--- src/rtl/ahb_spi_bridge_slave.sv ---
// AHB-Lite slave with a four-register map driving an 8-bit SPI mode-0 master.
// A TXDATA write launches one frame; the received byte is read back via RXDATA.
module ahb_spi_bridge_slave #(
    parameter int          ADDR_WIDTH = 8,
    parameter logic [7:0]  DIV_RESET  = 8'd3
) (
    input  logic                  HCLK,
    input  logic                  HRESET,
    input  logic                  HSEL,
    input  logic [ADDR_WIDTH-1:0] HADDR,
    input  logic [1:0]            HTRANS,
    input  logic                  HWRITE,
    input  logic [2:0]            HSIZE,
    input  logic [31:0]           HWDATA,
    input  logic                  HREADY,
    output logic                  HREADYOUT,
    output logic [31:0]           HRDATA,
    output logic                  HRESP,
    output logic                  SCLK,
    output logic                  MOSI,
    input  logic                  MISO,
    output logic                  SS_n
);

    typedef enum logic [1:0] {ST_IDLE, ST_XFER, ST_HOLD} state_t;

    // Bus handshake: an access is captured when HSEL & HREADY & HTRANS[1] and
    // executes in the next cycle; it completes on the first edge with HREADYOUT=1.
    logic       r_dp_valid;
    logic       r_dp_write;
    logic [5:0] r_dp_addr;

    state_t     r_state;
    state_t     w_state_nxt;
    logic [7:0] r_clkdiv;
    logic [7:0] r_div_q;
    logic [7:0] r_half_cnt;
    logic [2:0] r_bit_cnt;
    logic [7:0] r_shift_tx;
    logic [7:0] r_shift_rx;
    logic [7:0] r_rx_byte;
    logic       r_rx_valid;
    logic       r_sclk;
    logic       r_mosi;
    logic       r_ss_n;

    logic w_wr, w_rd, w_tx_wr, w_ctrl_wr, w_rx_rd, w_busy, w_start, w_half_done;
    logic w_unused;

    assign w_unused = ^{HSIZE, HWDATA[31:8], HADDR};

    always_ff @(posedge HCLK) begin
        if (HRESET) begin
            r_dp_valid <= 1'b0;
            r_dp_write <= 1'b0;
            r_dp_addr  <= '0;
        end else if (HREADY) begin
            r_dp_valid <= HSEL & HTRANS[1];
            r_dp_write <= HWRITE;
            r_dp_addr  <= HADDR[7:2];
        end
    end

    assign w_wr        = r_dp_valid & r_dp_write;
    assign w_rd        = r_dp_valid & ~r_dp_write;
    assign w_tx_wr     = w_wr && (r_dp_addr == 6'd0);
    assign w_ctrl_wr   = w_wr && (r_dp_addr == 6'd3);
    assign w_rx_rd     = w_rd && (r_dp_addr == 6'd1);
    assign w_busy      = (r_state != ST_IDLE);
    assign w_start     = w_tx_wr && !w_busy;
    assign w_half_done = (r_half_cnt == r_div_q);

    // A TXDATA write arriving mid-frame is held off until the shifter is free.
    assign HREADYOUT = !(w_tx_wr && w_busy);
    assign HRESP     = 1'b0;
    assign SCLK      = r_sclk;
    assign MOSI      = r_mosi;
    assign SS_n      = r_ss_n;

    always_comb begin
        HRDATA = 32'h0;
        if (w_rd) begin
            case (r_dp_addr)
                6'd1:    HRDATA = {24'h0, r_rx_byte};
                6'd2:    HRDATA = {30'h0, r_rx_valid, w_busy};
                6'd3:    HRDATA = {24'h0, r_clkdiv};
                default: HRDATA = 32'h0;
            endcase
        end
    end

    always_ff @(posedge HCLK) begin
        if (HRESET) r_state <= ST_IDLE;
        else        r_state <= w_state_nxt;
    end

    always_comb begin
        w_state_nxt = r_state;
        case (r_state)
            ST_IDLE: if (w_start) w_state_nxt = ST_XFER;
            ST_XFER: if (w_half_done && r_sclk && (r_bit_cnt == 3'd7)) w_state_nxt = ST_HOLD;
            ST_HOLD: if (w_half_done) w_state_nxt = ST_IDLE;
            default: w_state_nxt = ST_IDLE;
        endcase
    end

    always_ff @(posedge HCLK) begin
        if (HRESET) begin
            r_clkdiv   <= DIV_RESET;
            r_div_q    <= '0;
            r_half_cnt <= '0;
            r_bit_cnt  <= '0;
            r_shift_tx <= '0;
            r_shift_rx <= '0;
            r_rx_byte  <= '0;
            r_rx_valid <= 1'b0;
            r_sclk     <= 1'b0;
            r_mosi     <= 1'b0;
            r_ss_n     <= 1'b1;
        end else begin
            if (w_ctrl_wr) r_clkdiv <= HWDATA[7:0];
            // Completion below is written later so it overrides this clear.
            if (w_rx_rd) r_rx_valid <= 1'b0;
            case (r_state)
                ST_IDLE: begin
                    if (w_start) begin
                        r_div_q    <= r_clkdiv;
                        r_shift_tx <= HWDATA[7:0];
                        r_shift_rx <= '0;
                        r_ss_n     <= 1'b0;
                        r_mosi     <= HWDATA[7];
                        r_bit_cnt  <= '0;
                        r_half_cnt <= '0;
                    end
                end
                ST_XFER: begin
                    if (w_half_done) begin
                        r_half_cnt <= '0;
                        r_sclk     <= ~r_sclk;
                        if (!r_sclk) begin
                            r_shift_rx <= {r_shift_rx[6:0], MISO};
                        end else begin
                            r_shift_tx <= {r_shift_tx[6:0], 1'b0};
                            r_mosi     <= r_shift_tx[6];
                            r_bit_cnt  <= r_bit_cnt + 3'd1;
                        end
                    end else begin
                        r_half_cnt <= r_half_cnt + 8'd1;
                    end
                end
                ST_HOLD: begin
                    if (w_half_done) begin
                        r_half_cnt <= '0;
                        r_ss_n     <= 1'b1;
                        r_mosi     <= 1'b0;
                        r_rx_byte  <= r_shift_rx;
                        r_rx_valid <= 1'b1;
                    end else begin
                        r_half_cnt <= r_half_cnt + 8'd1;
                    end
                end
                default: ;
            endcase
        end
    end

endmodule

--- config.mk ---
export PLATFORM = sky130hd
export DESIGN_NAME = ahb_spi_bridge_slave
export DESIGN_NICKNAME = d
export VERILOG_FILES = /design/src/rtl/ahb_spi_bridge_slave.sv
export SDC_FILE = /design/constraint.sdc
export NUM_CORES = 1
export LEC_CHECK = 0
export BUFFER_PORTS_ARGS = -buffer_cell sky130_fd_sc_hd__buf_2
export CAP_MARGIN = 20
export CORE_ASPECT_RATIO = 1.4
export CORE_MARGIN = 2
export CORE_UTILIZATION = 30
export CTS_BUF_LIST = sky130_fd_sc_hd__clkbuf_2
export CTS_CLUSTER_DIAMETER = 80
export DETAILED_ROUTE_END_ITERATION = 12
export HOLD_SLACK_MARGIN = 0.08
export PLACE_DENSITY_LB_ADDON = 0.2
export SLEW_MARGIN = 20
export SYNTH_ARGS = -nofsm -noshare
export SYNTH_HDL_FRONTEND = slang
export SYNTH_SLANG_ARGS = --single-unit
export TNS_END_PERCENT = 30
--- constraint.sdc ---
create_clock -name HCLK -period 2.2 [get_ports HCLK]
set_input_delay 0.22 -clock HCLK [delete_from_list [all_inputs] [get_ports HCLK]]
set_output_delay 0.22 -clock HCLK [all_outputs]
set_load 0.005 [all_outputs]
======== Word level (Yosys, flattened, before mapping) ========
Cells that the tools add are included.
word-level totals
  register bits ........................... 64
  output and inout bits ................... 37
  word-level logic and storage cells ...... 92
operators by class
  $add $sub $neg .......................... 2
  equality and inequality tests ........... 13
  multiplexer cells ....................... 31
  bitwise gates (word level) .............. 5
  reduce and logical (&&, ||, !) cells .... 26
operators by type and width
  operator             count
  $mux 8               5
  $pmux 8 s2           2
  $pmux 8 s3           1
  $mux 7               3
  $pmux 7 s2           1
  $eq 6x2->1 const B   2
  $ne 2x2->1 const B   6
  $mux 1               9
  $mux 3               3
  $add 8x1->8 const B  1
  $eq 8x8->1           1
  $reduce_and 2->1     4
  $reduce_and 4->1     2
  $reduce_bool 2->1    4
  $logic_and 1x1->1    7
  $eq 6x1->1 const B   1
  $logic_not 6->1      1
  $mux 2               3
  $pmux 2 s3           1
  $pmux 3 s2           1
  $reduce_and 3->1     2
  $reduce_and 5->1     1
  $add 3x1->3 const B  1
  $and 1x1->1          3
  other kinds (10)     12

======== Depth between registers and ports, before layout ========
  depth in word-level cells ............... 6
  depth in mapped cells ................... 9
  depth with buffers taken out ............ 7

======== Worst setup path before layout ========
No wires, ideal clock.
  path kind ............................... reg-to-reg
  start point ............................. reg r_dp_addr[2]
  end point ............................... reg r_clkdiv[0]
  library setup time ...................... 0.120 ns
  data arrival time ....................... 1.823 ns
  path slack .............................. 0.257 ns
  cell stages (with the launch flop) ...... 7
  buffers on the path ..................... 1
  clock period less this slack ............ 1.943 ns
  path through ............................ dfxtp_1 -> or4b_2 -> nor2_1 -> and4_1 -> buf_2 -> nor2b_1 -> a211o_1
between the ends
  word-level cells in the longest chain between the ends .. 2
RTL lines
  element                 RTL line  text
  start, declared         31        logic [5:0] r_dp_addr;
  start signal, assigned  60        r_dp_addr <= HADDR[7:2];
  $eq 6x2->1              67        assign w_ctrl_wr = w_wr && (r_dp_addr == 6'd3);
  $logic_and 1x1->1       67
  end signal, assigned    121       if (w_ctrl_wr) r_clkdiv <= HWDATA[7:0];
  end, declared           35        logic [7:0] r_clkdiv;
Every way passes these cells.
A chain may end at the register's enable or synchronous reset.

======== Worst setup path after layout ========
  start point ............................. reg r_dp_addr[2]
  end point ............................... out HRDATA[7]
between the ends
  word-level cells in the longest chain between the ends .. 3
  elaborated cells on any way between the ends .. 5
  those cells by class .................... eq/ne (3); mux (2)
RTL lines
  element                                          RTL line  text
  $eq 6x2->1 / $eq 6x1->1 (equally long branches)  83        case (r_dp_addr)
  $pmux 8 s3 *                                     83
  $mux 8 *                                         82        if (w_rd) begin
  end, declared                                    17        output logic [31:0] HRDATA,
Every way passes the cells marked *; elsewhere a longest branch is shown, timed or not.

==> impl_metrics.ini <==
[die]
rows = 45
core_mm2 = 0.0108
die_x_um = 92.5
io_pins = 88
initial_core_util_pct = 30.6
die_h_um = 128
dieArea_mm2 = 0.0118

[placed_design]
port_buffers = 32
place_ws_ps = 184
dp_cells = 531
placed_area_mm2 = 0.00362
place.gp.congestion = 0.820
place_hpwl_um = 5570

[power]
power.leakage_nw = 1.63
ir_worst_vdd_v = 0.000368
switchingPower_mw = 1.08
p_int_mw = 1.91
switching_share_pct = 36.1
p_seq_share_pct = 43.6
powerDensity_mw_per_mm2 = 737
p_clk_share_pct = 24.6
comb_power_share_pct = 31.8
p_total_mw = 2.98

[timing]
maxSlewHeadroom_pct = 60.6
fin_skew_ps = 17.0
setup_viol = 8
period_share_pct = 102
grt_setup_unrepaired = yes
tns_ps = -232
drv_slew = 0
max_freq_mhz = 445
worst_hold_slack_ps = 118
hold_viol_final = 0
worst_pin_slew_ps = 576
fin_ws_ps = -48.1
period_needed_ps = 2250

[yosys]
ys_seq_area_share_pct = 39.0
syn_area_mm2 = 0.00329
async_reset_ff_share_pct = 0
syn_inst = 360
synthFlopType = dfxtp_1
synthTopCellsByCount = dfxtp_1, nor2_1, mux2i_1
yosysWarningCount = 0
synth.distinct_cells = 50
synth.most_common_cell = dfxtp_1
yosysTopAreaCell = dfxtp_1
synth_edf_count = 0
ys_seq_elements = 64
synth_area_per_cell_um2 = 9.13
synthTopCellsByArea = dfxtp_1, mux2i_1, buf_4
synth_top_area_share_pct = 39.0

[setup_path]
crit_family = simple AND/OR/NAND/NOR gates
reg2regPathDepth = 6
critPathLaunchType = register
ff2ff_setup_slack_ps = 150
worstReg2RegEnd = r_bit_cnt[0]
worst-path-buf-inv = 2
worstPathRequired_ps = 1980
cp.arrival_ps = 2030
worst-path-max-fanout = 7
regToRegStartpoint = r_state[0]
critPathKind = reg2out
cp_cell_sequence = or4b_4 -> nor2_4 -> nand3b_1 -> buf_6 -> nor2_2 -> buf_2
cpMaxStageDelayCell = or4b_4
cpPeakStageDelay_ps = 560
endpoint_kind = output port

[clock_tree]
htree_levels = 3
numCtsBuffers = 9
clkSinkCount = 64
cts_tree = built
clkTransAtPathRegs_ps = 200
clock_path_buffers = 2
clock_latency_ps = 510
cts_root_buf = clkbuf_2

[status]
status = finished with violations
failed_checks = negative setup slack

[grt]
grt-ovfl-total = 0
grt_pass1_wl_um = 13400
grt_pass1_vias = 2681
grtUsageTotal_pct = 14.5
antenna_found_initial = 1
grt_max_degree = 38
grtUsageMet1_pct = 16.6
gr-usage-met2_pct = 25.7
met3_usage_pct = 2.88
busiest_layer = met2

[detailed_routing]
vias_per_cell = 4.72
drt_wl_total_um = 7910
vias = 2712
drc = 0
drt_iter0_markers = 135
ant_nets = 0
drt-wirelength-per-cell_um = 13.8
first_pass_iters = 4

[layout]
drive_above_1_share_pct = 22.7
regArea_mm2 = 0.00129
multiInputGateArea_mm2 = 0.00185
final_cells = 574
final_util_pct = 37.6
area_delta_synth_final_pct = 23.1
num-fill-cells = 1115
design_area_mm2 = 0.00405
nNetsFinal = 486

[min_path]
min_from = HREADY
hp-class = in2reg
whs_path_depth = 3
min_delay_worst_endpoint = r_dp_addr[3]

[flow_run]
drv_cap = 0
==> area by class of cell <==
type                       instances  area share, %
clock buffer                       9           1.11
inverter                           7          0.649
multi-input combinational        267           45.8
antenna                            1         0.0618
sequential                        64           31.8
timing repair buffer              78           14.5
tap                              141           4.36
clock inverter                     7           1.79
==> worst max path at each step <==
stage | endpoint | startpoint | slack [ps] | depth (start not counted)
global route | HRDATA[1] | r_dp_addr[2] | -170 | 4
global placement | r_shift_rx[3] | r_state[1] | 190 | 6
detailed placement | r_shift_rx[3] | r_state[1] | 180 | 7
floorplan | r_clkdiv[0] | r_dp_addr[2] | 260 | 6
finish | HRDATA[7] | r_dp_addr[2] | -50 | 6
CTS | HRDATA[0] | r_dp_addr[4] | -80 | 4
==> power groups by stage <==
stage | Combinational (mW) | Clock (mW) | Sequential [mW]
floorplan | 0.650 | 0 | 1.31
global placement | 0.911 | 0 | 1.32
detailed placement | 0.915 | 0 | 1.32
CTS | 0.953 | 0.758 | 1.30
global route | 1.06 | 0.807 | 1.32
finish | 0.950 | 0.733 | 1.30
==> timing repair <==
item / 4_1_cts / 5_1_grt
pin swaps: 6 / 4
resized for setup: 11 / 9
endpoints found under the hold margin: 22 / 0
setup endpoints to repair: 9 / 18
setup buffers: 4 / 1
hold buffers: 21 / 0
==> sequential cells by signal (all words and copies together), names as in the netlist, 2 cells and up <==
register,flops
r_shift_rx,8
r_clkdiv,8
r_bit_cnt,3
r_shift_tx,7
r_half_cnt,8
r_div_q,8
r_dp_addr,6
r_rx_byte,8
r_state,2
==> worst register-to-register path, stage by stage, from the launching register on <==
cell	delay, ps
dfxtp_1	450
inv_1	90
ha_1	310
a21boi_2	230
buf_4	230
or4b_1	510
a21oi_1	160
==> logic make-up after synthesis <==
logic type                 Yosys count  synth area share (%)
buffers and inverters               53                  8.94
AOI/OAI and AO/OA                   70                  14.3
other                                1                 0.114
and+or+nand+nor                    113                  19.5
DFF                                 64                  39.0
xor gates and xnor gates            12                  3.20
adders and majority gates            8                  3.04
muxes                               39                  12.0
==> cells in the final DEF (no fill, tap or decap), types with 11 or more instances in the layout <==
cell type      instances
a21oi_1               26
buf_2                 32
buf_4                 22
conb_1                25
dfxtp_1               60
dlygate4sd3_1         21
mux2i_1               36
nand2_1               14
nand3_1               15
nor2_1                29
nor2b_1               11
o21ai_0               12
==> routing by layer <==
| layer | up-vias | part of all wire (%) | routed length [µm] |
|---|---|---|---|
| met5 | - | 0 | 0 |
| met4 | 0 | 2.4 | 193 |
| met3 | 14 | 3.6 | 285 |
| met2 | 60 | 52 | 4110 |
| met1 | 1280 | 42 | 3320 |
| li1 | 1358 | - | - |
No activity file was read; power rests on OpenSTA's default activity.
